**src/rtl/sd_read_arbiter_if.sv**
```systemverilog
// Bus bundle between the SD read arbiter and its environment: two requester
// channels plus the shared SD read port and status outputs.
interface sd_read_arbiter_if;
    logic       req0_read_req;
    logic       req0_valid;
    logic [7:0] req0_data;
    logic       req1_read_req;
    logic       req1_valid;
    logic [7:0] req1_data;
    logic       sd_read_req;
    logic       sd_data_valid;
    logic [7:0] sd_data;
    logic [1:0] grant;
    logic       timeout_err;
    logic       err_src;

    // Environment side: requesters and the SD interface.
    modport master (
        output req0_read_req, req1_read_req, sd_data_valid, sd_data,
        input  req0_valid, req0_data, req1_valid, req1_data,
        input  sd_read_req, grant, timeout_err, err_src
    );

    // Arbiter side.
    modport slave (
        input  req0_read_req, req1_read_req, sd_data_valid, sd_data,
        output req0_valid, req0_data, req1_valid, req1_data,
        output sd_read_req, grant, timeout_err, err_src
    );
endinterface

```
**src/rtl/sd_read_arbiter.sv**
```systemverilog
// Round-robin arbiter sharing the single SD-card read port between the audio
// sample reader (requester 0) and the coefficient loader (requester 1).
// One transaction at a time; a per-transaction timer aborts a hung SD read.
module sd_read_arbiter #(
    parameter int TIMEOUT_CYCLES = 256,
    parameter int RELEASE_CYCLES = 2
) (
    input logic              clk,
    input logic              rst,
    sd_read_arbiter_if.slave bus
);

    localparam int TW = $clog2(TIMEOUT_CYCLES) + 1;
    localparam int RW = $clog2(RELEASE_CYCLES) + 1;
    localparam logic [TW-1:0] TIMER_LAST = TW'(TIMEOUT_CYCLES - 1);
    localparam logic [RW-1:0] REL_LAST   = RW'(RELEASE_CYCLES - 1);

    typedef enum logic [1:0] {
        S_IDLE,
        S_WAIT,
        S_DELIVER,
        S_RELEASE
    } state_t;

    state_t        state_q,      state_d;
    logic          sd_req_q,     sd_req_d;
    logic [1:0]    grant_q,      grant_d;
    logic          valid0_q,     valid0_d;
    logic          valid1_q,     valid1_d;
    logic [7:0]    data0_q,      data0_d;
    logic [7:0]    data1_q,      data1_d;
    logic          tmo_q,        tmo_d;
    logic          err_src_q,    err_src_d;
    logic          last_grant_q, last_grant_d;
    logic [TW-1:0] timer_q,      timer_d;
    logic [RW-1:0] rel_cnt_q,    rel_cnt_d;

    // The owner index is implied by the one-hot grant while a transaction is live.
    logic winner;
    logic any_req;
    logic pick;

    assign winner  = grant_q[1];
    assign any_req = bus.req0_read_req | bus.req1_read_req;
    // On a tie the requester that did not win last time goes next.
    assign pick    = (bus.req0_read_req && bus.req1_read_req) ? ~last_grant_q
                                                               : bus.req1_read_req;

    // Next-state and next-output logic for the transaction FSM.
    always_comb begin
        // NOTE: every target gets a default first so no path leaves it unassigned,
        // which would otherwise infer a latch.
        state_d      = state_q;
        sd_req_d     = sd_req_q;
        grant_d      = grant_q;
        valid0_d     = 1'b0;
        valid1_d     = 1'b0;
        data0_d      = data0_q;
        data1_d      = data1_q;
        tmo_d        = 1'b0;
        err_src_d    = err_src_q;
        last_grant_d = last_grant_q;
        timer_d      = timer_q;
        rel_cnt_d    = rel_cnt_q;

        unique case (state_q)
            S_IDLE: begin
                if (any_req) begin
                    grant_d  = pick ? 2'b10 : 2'b01;
                    sd_req_d = 1'b1;
                    timer_d  = '0;
                    state_d  = S_WAIT;
                end
            end

            // Requests are not looked at here: withdrawal cannot cancel a read.
            S_WAIT: begin
                if (bus.sd_data_valid) begin
                    // A byte arriving on the last timer cycle still counts.
                    if (winner) begin
                        data1_d  = bus.sd_data;
                        valid1_d = 1'b1;
                    end else begin
                        data0_d  = bus.sd_data;
                        valid0_d = 1'b1;
                    end
                    sd_req_d = 1'b0;
                    state_d  = S_DELIVER;
                end else if (timer_q == TIMER_LAST) begin
                    sd_req_d  = 1'b0;
                    tmo_d     = 1'b1;
                    err_src_d = winner;
                    rel_cnt_d = '0;
                    state_d   = S_RELEASE;
                end else begin
                    timer_d = timer_q + 1'b1;
                end
            end

            // The valid pulse is visible during this state only.
            S_DELIVER: begin
                rel_cnt_d = '0;
                state_d   = S_RELEASE;
            end

            // Grant is held and requests ignored, so a requester that drops its
            // request a few cycles late is not granted a second time.
            S_RELEASE: begin
                if (rel_cnt_q == REL_LAST) begin
                    last_grant_d = winner;
                    grant_d      = 2'b00;
                    state_d      = S_IDLE;
                end else begin
                    rel_cnt_d = rel_cnt_q + 1'b1;
                end
            end

            default: begin
                state_d = S_IDLE;
            end
        endcase
    end

    // State and output registers with synchronous active-low reset.
    always_ff @(posedge clk) begin
        // NOTE: sequential state uses non-blocking assignments so every register
        // samples the values from before this edge.
        if (!rst) begin
            state_q      <= S_IDLE;
            sd_req_q     <= 1'b0;
            grant_q      <= 2'b00;
            valid0_q     <= 1'b0;
            valid1_q     <= 1'b0;
            data0_q      <= 8'h00;
            data1_q      <= 8'h00;
            tmo_q        <= 1'b0;
            err_src_q    <= 1'b0;
            last_grant_q <= 1'b1;
            timer_q      <= '0;
            rel_cnt_q    <= '0;
        end else begin
            state_q      <= state_d;
            sd_req_q     <= sd_req_d;
            grant_q      <= grant_d;
            valid0_q     <= valid0_d;
            valid1_q     <= valid1_d;
            data0_q      <= data0_d;
            data1_q      <= data1_d;
            tmo_q        <= tmo_d;
            err_src_q    <= err_src_d;
            last_grant_q <= last_grant_d;
            timer_q      <= timer_d;
            rel_cnt_q    <= rel_cnt_d;
        end
    end

    assign bus.sd_read_req = sd_req_q;
    assign bus.grant       = grant_q;
    assign bus.req0_valid  = valid0_q;
    assign bus.req1_valid  = valid1_q;
    assign bus.req0_data   = data0_q;
    assign bus.req1_data   = data1_q;
    assign bus.timeout_err = tmo_q;
    assign bus.err_src     = err_src_q;

endmodule

```
**src/flat_wrapper.sv**
```systemverilog
// flat-port wrapper written by rule: the top's interface ports become plain ports
module sd_read_arbiter_flat 
#(
    parameter int TIMEOUT_CYCLES = 256,
    parameter int RELEASE_CYCLES = 2
)
  (clk, rst, bus_req0_read_req, bus_req1_read_req, bus_sd_data_valid, bus_sd_data, bus_req0_valid, bus_req0_data, bus_req1_valid, bus_req1_data, bus_sd_read_req, bus_grant, bus_timeout_err, bus_err_src);
  sd_read_arbiter_if bus_i ();
  input logic clk;
  input logic rst;
  input wire logic [$bits(bus_i.req0_read_req)-1:0] bus_req0_read_req;
  input wire logic [$bits(bus_i.req1_read_req)-1:0] bus_req1_read_req;
  input wire logic [$bits(bus_i.sd_data_valid)-1:0] bus_sd_data_valid;
  input wire logic [$bits(bus_i.sd_data)-1:0] bus_sd_data;
  output wire logic [$bits(bus_i.req0_valid)-1:0] bus_req0_valid;
  output wire logic [$bits(bus_i.req0_data)-1:0] bus_req0_data;
  output wire logic [$bits(bus_i.req1_valid)-1:0] bus_req1_valid;
  output wire logic [$bits(bus_i.req1_data)-1:0] bus_req1_data;
  output wire logic [$bits(bus_i.sd_read_req)-1:0] bus_sd_read_req;
  output wire logic [$bits(bus_i.grant)-1:0] bus_grant;
  output wire logic [$bits(bus_i.timeout_err)-1:0] bus_timeout_err;
  output wire logic [$bits(bus_i.err_src)-1:0] bus_err_src;
  assign bus_i.req0_read_req = bus_req0_read_req;
  assign bus_i.req1_read_req = bus_req1_read_req;
  assign bus_i.sd_data_valid = bus_sd_data_valid;
  assign bus_i.sd_data = bus_sd_data;
  assign bus_req0_valid = bus_i.req0_valid;
  assign bus_req0_data = bus_i.req0_data;
  assign bus_req1_valid = bus_i.req1_valid;
  assign bus_req1_data = bus_i.req1_data;
  assign bus_sd_read_req = bus_i.sd_read_req;
  assign bus_grant = bus_i.grant;
  assign bus_timeout_err = bus_i.timeout_err;
  assign bus_err_src = bus_i.err_src;
  sd_read_arbiter #(.TIMEOUT_CYCLES(TIMEOUT_CYCLES), .RELEASE_CYCLES(RELEASE_CYCLES)) u_core (.clk(clk), .rst(rst), .bus(bus_i));
endmodule
```
**config.mk**
```make
export PLATFORM = sky130hd
export DESIGN_NAME = sd_read_arbiter_flat
export DESIGN_NICKNAME = d
export VERILOG_FILES = /design/src/rtl/sd_read_arbiter_if.sv /design/src/rtl/sd_read_arbiter.sv /design/src/flat_wrapper.sv
export SDC_FILE = /design/constraint.sdc
export NUM_CORES = 1
export LEC_CHECK = 0
export BUFFER_PORTS_ARGS = -buffer_cell sky130_fd_sc_hd__buf_2
export CAP_MARGIN = 0
export CORE_ASPECT_RATIO = 0.8
export CORE_MARGIN = 5
export CORE_UTILIZATION = 45
export CTS_BUF_LIST = sky130_fd_sc_hd__clkbuf_16
export CTS_CLUSTER_SIZE = 28
export DETAILED_ROUTE_END_ITERATION = 8
export GPL_ROUTABILITY_DRIVEN = 0
export PLACE_DENSITY = 0.65
export SYNTH_ARGS = -nofsm -noshare
export SYNTH_HDL_FRONTEND = slang
export SYNTH_SLANG_ARGS = --single-unit
```
**constraint.sdc**
```tcl
create_clock -name clk -period 2.8 [get_ports clk]
set_clock_uncertainty 0.15 [all_clocks]
set_input_delay 0.84 -clock clk [delete_from_list [all_inputs] [get_ports clk]]
set_output_delay 0.84 -clock clk [all_outputs]
set_load 0.01 [all_outputs]
```
==> metrics.md, run 1 <==
| Metric | Value |
|---|---|
| Layout cell share with drive strength beyond 1 | `between 20% and 30%` |
| Least-Margin Pin Slew | `between 0.5 and 0.6 ns` |
| Seq/Total Area, Yosys | `between 40% and 50%` |
| DRC viols | `0` |
| CTS Buf Count | `5` |
| First-pass GRT wire length | `around 6.6 mm` |
| Slew Limit Fails | `0` |
| Clock transition at path regs | `0.06 ns` |
| Yosys top cell by area | `dfxtp_1` |
| Setup-failing EPs final | `0` |
| Worst endpoint data arrival time | `2.25 ns` |
| DRT Wirelength | `3.67 mm` |
| DP HPWL | `2.70 mm` |
| Slowest-stage cell, CP | `or4_1` |
| WL per Instance | `13.5 microns` |
| Die Height | `64.8 microns` |
| Min Tclk post-route | `2.19 ns` |
| Crit-path cells | `ha_1 -> nand3_1 -> nor2_1 -> ha_1 -> o21ai_4 -> nand3_4 -> or4_1 -> a21oi_1` |
| Post-synth EDFFs | `0` |
| Max Fclk | `approximately 460 MHz` |
| CTS max path bufs | `2` |
| Critical path fanouts, max | `7` |
| CP required | `2.86 ns` |
| Setup bufs post-CTS | `0` |
| Clock Latency Late Sink | `between 0.2 and 0.3 ns` |
| CP dominant cell by count | `ha_1` |
| Iteration-0 DRC Markers | `80` |
| Port Buf Inserts | `35` |
| Final-stage net count | `248` |
| Routed vias/inst | `~5.2` |
| Max IR drop VDD | `0.548 mV` |
| Vias in the first global route | `1402` |
| Fin util | `58.4%` |
| Syn_area_per_cell | `8.75 sq um` |
| Congestion Overflow GR | `0` |
| Core box area | `between 3000 and 4000 sq um` |
| PostCTS Resize Cnt | `0` |
| Maxcap violations | `0` |
| Final hold vios | `0` |
| Async S/R FF share, synth | `0%` |
| Clock Root Buffer | `clkbuf_16` |
| Synth Register Bits | `37` |
| Synth Instances | `between 150 and 200` |
| Antenna violations before repair | `0` |
| Critical path type | `flop to flop` |
| IO Count | `36` |
| Clock Sinks | `37` |
| Status | `finished clean` |
| DRT antenna net count | `0` |
| Post-CTS Hold Buffers | `0` |
| Count leader, synth | `nand2_1` |
| Synth unique cells | `43` |
| Initial Util | `48.0%` |
| Crit path launch | `u_core.timer_q[0]` |
| CP endpoint kind | `flop` |
| Die area | `5090 sq um` |
| Leak | `about 0.86 nW` |
| Share of the synthesized area in the top cell type | `43.9%` |
| Critical path startpoint category | `flop` |
| Setup crit end | `u_core.timer_q[6]` |
| Die width | `78.5 microns` |
| Max-slew headroom | `around two thirds` |
| P per Cell Area | `808 nW/um^2` |
| Worst R2R Path Depth | `8` |
| Share of the cycle needed by the critical path after routing | `78.1%` |
| Worst flop-to-flop path startpoint | `u_core.timer_q[0]` |
| Max H-tree Level | `2` |
| P&R area growth vs syn | `21.6%` |
| DRT Pass-1 Iters | `4` |
| Synth Warn # | `0` |
| Largest net degree at the start of global routing | `33` |
| Post-synth design cell area | `~1700 sq um` |
| Total GRT Usage | `16.4%` |
| Commonest cells in the netlist | `nand2_1, dfxtp_1, a21boi_1` |
| CTS tree | `built` |
| RSZ-0062 raised after global routing | `no` |
| Ys flop type | `dfxtp_1` |
| Final setup TNS | `0 ns` |
| # fillers | `about 330` |
| Diodes inserted | `0` |
| Critical path's largest stage delay | `0.42 ns` |
| Pwr Total | `roughly 1.7 mW` |
| Flop2flop setup slack | `0.61 ns` |
| R2R Path End | `u_core.timer_q[6]` |
| Row Count | `19` |
| Top cells by area, synth | `dfxtp_1, nand2_1, a21boi_1` |
| Via count | `between 1000 and 1500` |
| Hold crit path type | `flop to flop` |
| Syn_nets | `213` |
## placed cells by master (no fill, tap or decap), types with 2 or more instances in the layout
cell | Yosys | final
a21boi_0 | 2 | 2
a21boi_1 | 22 | 22
a21oi_1 | 3 | 3
and2_1 | 2 | 2
and3_1 | 3 | 3
buf_2 | 2 | 35
clkbuf_16 | 0 | 5
dfxtp_1 | 37 | 37
ha_1 | 7 | 7
inv_1 | 4 | 4
nand2_1 | 46 | 46
nand2b_1 | 5 | 5
nand3_1 | 6 | 6
nand3b_1 | 2 | 2
nand4_1 | 4 | 4
nor2_1 | 6 | 6
nor2b_1 | 4 | 4
o211ai_1 | 3 | 3
or3_1 | 2 | 2
or4_1 | 3 | 3
xor2_1 | 3 | 3
## final cells by class
type / count / area [sq um] / area share, %
Clock buffer: 5 / 125 / 6.09
Clock inverter: 3 / 41.3 / 2.01
Inverter: 5 / 18.8 / 0.914
Multi-Input combinational cell: 143 / 893 / 43.5
Sequential cell: 37 / 741 / 36.1
Tap cell: 42 / 52.6 / 2.56
Timing Repair Buffer: 36 / 183 / 8.89
## stage by stage
stage | std cells | area, sq um | hold WS (ns) | setup WS [ns]
5_1_grt | 271 | 2050 | 0.325 | 0.383
3_3_place_gp | 263 | 1890 | 0.288 | 0.620
2_1_floorplan | 193 | 1690 | 0.281 | 0.837
4_1_cts | 271 | 2050 | 0.304 | 0.595
6_report | 271 | 2050 | 0.300 | 0.612
3_5_place_dp | 263 | 1890 | 0.296 | 0.590
## how the worst min path moves through the flow
stage,to,startpoint,depth (start not counted),slack (ns)
3_3_place_gp,u_core.bus.req1_data[5],u_core.bus.req1_data[5],2,0.29
5_1_grt,u_core.bus.err_src,u_core.bus.err_src,2,0.32
2_1_floorplan,u_core.timer_q[8],u_core.timer_q[8],2,0.28
4_1_cts,u_core.bus.req0_data[1],u_core.bus.req0_data[1],2,0.30
6_report,u_core.bus.req1_data[6],u_core.bus.req1_data[6],2,0.30
3_5_place_dp,u_core.bus.req0_data[1],u_core.bus.req0_data[1],2,0.30
## registers in the layout, indices dropped and copies added (netlist names)
register / flops
u_core.bus.timeout_err: 1
u_core.bus.req0_data: 8
u_core.bus.err_src: 1
u_core.state_q: 2
u_core.bus.req1_data: 8
u_core.bus.sd_read_req: 1
u_core.last_grant_q: 1
u_core.bus.req0_valid: 1
u_core.timer_q: 9
u_core.rel_cnt_q: 2
u_core.bus.req1_valid: 1
u_core.bus.grant: 2
## cell families (layout without fill, tap and decap cells)
group	count (synthesis)	in the layout	synth area share (%)
muxes	1	1	0.593
and+or+nand+nor	92	92	27.6
adders and majority gates	7	7	5.18
xor gates and xnor gates	3	3	1.56
AOI/OAI and AO/OA	40	40	17.9
DFF	37	37	43.9
buffers and inverters	13	49	3.26
## layer usage
metal	vias up	routed length (microns)	track usage [%]
met5	-	0	0
met4	0	18	4.59
met3	2	223	6.37
met2	37	1670	25.6
met1	639	1760	21.1
li1	729	-	-
## critical path, delay by kind of cell, from the launching register on
| family | cells | cell delay (ns) |
|---|---|---|
| AO/OA/AOI/OAI | 2 | 0.41 |
| adder cells (fa/ha/maj) | 2 | 0.53 |
| flip-flops | 1 | 0.34 |
| AND/OR/NAND/NOR | 4 | 0.70 |
## power by group
group,switching (mW),total (mW),internal [mW]
Clock,0.206,0.623,0.416
Combinational,0.260,0.425,0.166
Sequential,0.0363,0.612,0.576
(Power assumes the default switching activity.)
==> inputs of run 2 (changes only) <==
- PLACE_DENSITY: 0.65 -> 0.67
- clock period: 2.8 -> 2 ns (I/O delays scaled with it)
==> run 2 against run 1 <==
  * Cell count is 5.2% higher
  * Sequential share of layout area down 2.1 points
  * Combinational power is 64% higher
  * Clock power rose by 37%
  * Cell area up 6.6%
  * Sequential cell count is the same
  * Largest power group unchanged
  * Highest routed layer unchanged
==> metrics.md, run 2 (synthesis results as in run 1) <==
| Metric | Value |
|---|---|
| Initial Util | `48.0%` |
| Most common cell after layout, fill and taps aside | `nand2_1` |
| DRC viols | `0` |
| Sw power | `a little over 0.7 mW` |
| P&R area growth vs syn | `29.7%` |
| Critical path startpoint category | `flop` |
| Congestion Overflow GR | `0` |
| Largest net degree at the start of global routing | `33` |
| Diodes inserted | `0` |
| Final-stage net count | `roughly 260` |
| Max-slew headroom | `76.3%` |
| DRT Pass-1 Iters | `4` |
| Max H-tree Level | `2` |
| Post-CTS Hold Buffers | `0` |
| Logic pwr share | `29.0%` |
| Critical path type | `flop to flop` |
| Status | `finished clean` |
| Die Height | `64.8 microns` |
| Most flops, register | `u_core.timer_q` |
| DP HPWL | `2.78 mm` |
| Core box area | `3520 sq um` |
| Clock transition at path regs | `around 0.05 ns` |
| WHS | `0.296 ns` |
| Clock Sinks | `37` |
| Clock power share | `35.5%` |
| Row Count | `19` |
| Hold crit path type | `flop to flop` |
| Sw Ratio | `around 30%` |
| WL per Instance | `between 10 and 15 microns` |
| Crit path max-delay family | `simple AND/OR/NAND/NOR gates` |
| Setup WS post-layout | `0.0426 ns` |
| Leak | `0.936 nW` |
| CP dominant cell by count | `ha_2` |
| Maxcap violations | `0` |
| Layout cell share with drive strength beyond 1 | `30.9%` |
| Die width | `78.5 microns` |
| Via count | `around 1500` |
| Final setup TNS | `0 ns` |
| Port Buf Inserts | `35` |
| Antenna violations before repair | `0` |
| Pwr Total | `2.41 mW` |
| Critical path's largest stage delay | `~0.4 ns` |
| Pint | `1.69 mW` |
| P per Cell Area | `about 1100 nW/um^2` |
| Non-Filler Cell Area, Final | `2190 sq um` |
| Share of the cycle needed by the critical path after routing | `97.9%` |
| Post-Place Cell Area | `1980 sq um` |
| Total GRT Usage | `16.2%` |
| Seq pwr share | `between 30% and 40%` |
| Max IR drop VDD | `0.664 mV` |
| First-pass GRT wire length | `6.52 mm` |
| Clock Latency Late Sink | `around 0.28 ns` |
| Pre-CTS setup slack | `0.00821 ns` |
| Final hold vios | `0` |
| CTS tree | `built` |
| Slowest-stage cell, CP | `or4_1` |
| Iteration-0 DRC Markers | `about 100` |
| CTS max path bufs | `2` |
| Slew Limit Fails | `0` |
| DRT antenna net count | `0` |
| Critical path fanouts, max | `7` |
| Min Tclk post-route | `1.96 ns` |
| Commonest cells after routing, fill and taps aside | `nand2_1, buf_2, dfxtp_1, a21boi_1, buf_4` |
| DRT Wirelength | `3.86 mm` |
| Max Fclk | `511 MHz` |
| CP endpoint kind | `flop` |
| Max reg flops | `9` |
| Vias in the first global route | `roughly 1500` |
| Die area | `5090 sq um` |
| CP required | `2.06 ns` |
| Routed vias/inst | `5.16` |
| IO Count | `36` |
| Crit-path cells | `ha_2 -> nand3_2 -> nor2_2 -> ha_2 -> o21ai_4 -> nand3_4 -> or4_1 -> a21oi_1` |
| Worst path bufs/invs | `0` |
| Clock Root Buffer | `clkbuf_16` |
| CTS Buf Count | `5` |
| Worst endpoint data arrival time | `2.02 ns` |
| Least-Margin Pin Slew | `0.355 ns` |
| Setup-failing EPs final | `0` |
## run 2: path summary, 6_finish.rpt
kind	startpoint	end	slack, ns	cells after the start
hold / removal	u_core.bus.req0_data[3]	u_core.bus.req0_data[3]	0.30	2
hold reg to reg	u_core.bus.req0_data[3]	u_core.bus.req0_data[3]	0.30	2
setup reg to reg	u_core.timer_q[0]	u_core.timer_q[6]	0.04	8
setup / recovery	u_core.timer_q[0]	u_core.timer_q[6]	0.04	8
## run 2: repair_timing
item,4_1_cts,5_1_grt
setup endpoints to repair,1,11
pin swaps,1,3
resized for setup,1,10
buffers inserted,2,0
## run 2: power groups by stage
stage               registers [mW]  logic, mW  clock network, mW
floorplan                    0.882      0.427                  0
global placement             0.866      0.648                  0
detailed placement           0.868      0.648                  0
CTS                          0.852      0.668              0.870
global route                 0.865      0.776              0.906
finish                       0.855      0.698              0.856
## run 2: area by class of cell
| class | instances | area, sq um |
|---|---|---|
| clock inverter | 3 | 37.5 |
| clock buffer | 5 | 125 |
| sequential | 37 | 743 |
| fill | 302 | 1330 |
| inverter | 5 | 18.8 |
| tap | 42 | 52.6 |
| timing repair buffer | 50 | 292 |
| multi-input combinational | 143 | 922 |
## run 2: per-layer routing
layer | routed length, microns | GRT usage (%)
met3 | 197 | 4.85
met4 | 35 | 5.24
met5 | 0 | 0
met1 | 1970 | 21.6
met2 | 1650 | 25.2
## run 2: stage by stage
step | util (%) | cells
after CTS | 61.3 | 285
after global placement | 56.2 | 275
after detailed placement | 56.2 | 275
final | 62.3 | 285
after floorplan | - | 193
after global routing | 62.3 | 285
## run 2: worst register-to-register path: stages, from the launching register on
cell and delay, ns:
dfxtp_2 0.33, ha_2 0.19, nand3_2 0.08, nor2_2 0.04, ha_2 0.21, o21ai_4 0.21
nand3_4 0.13, or4_1 0.41, a21oi_1 0.15
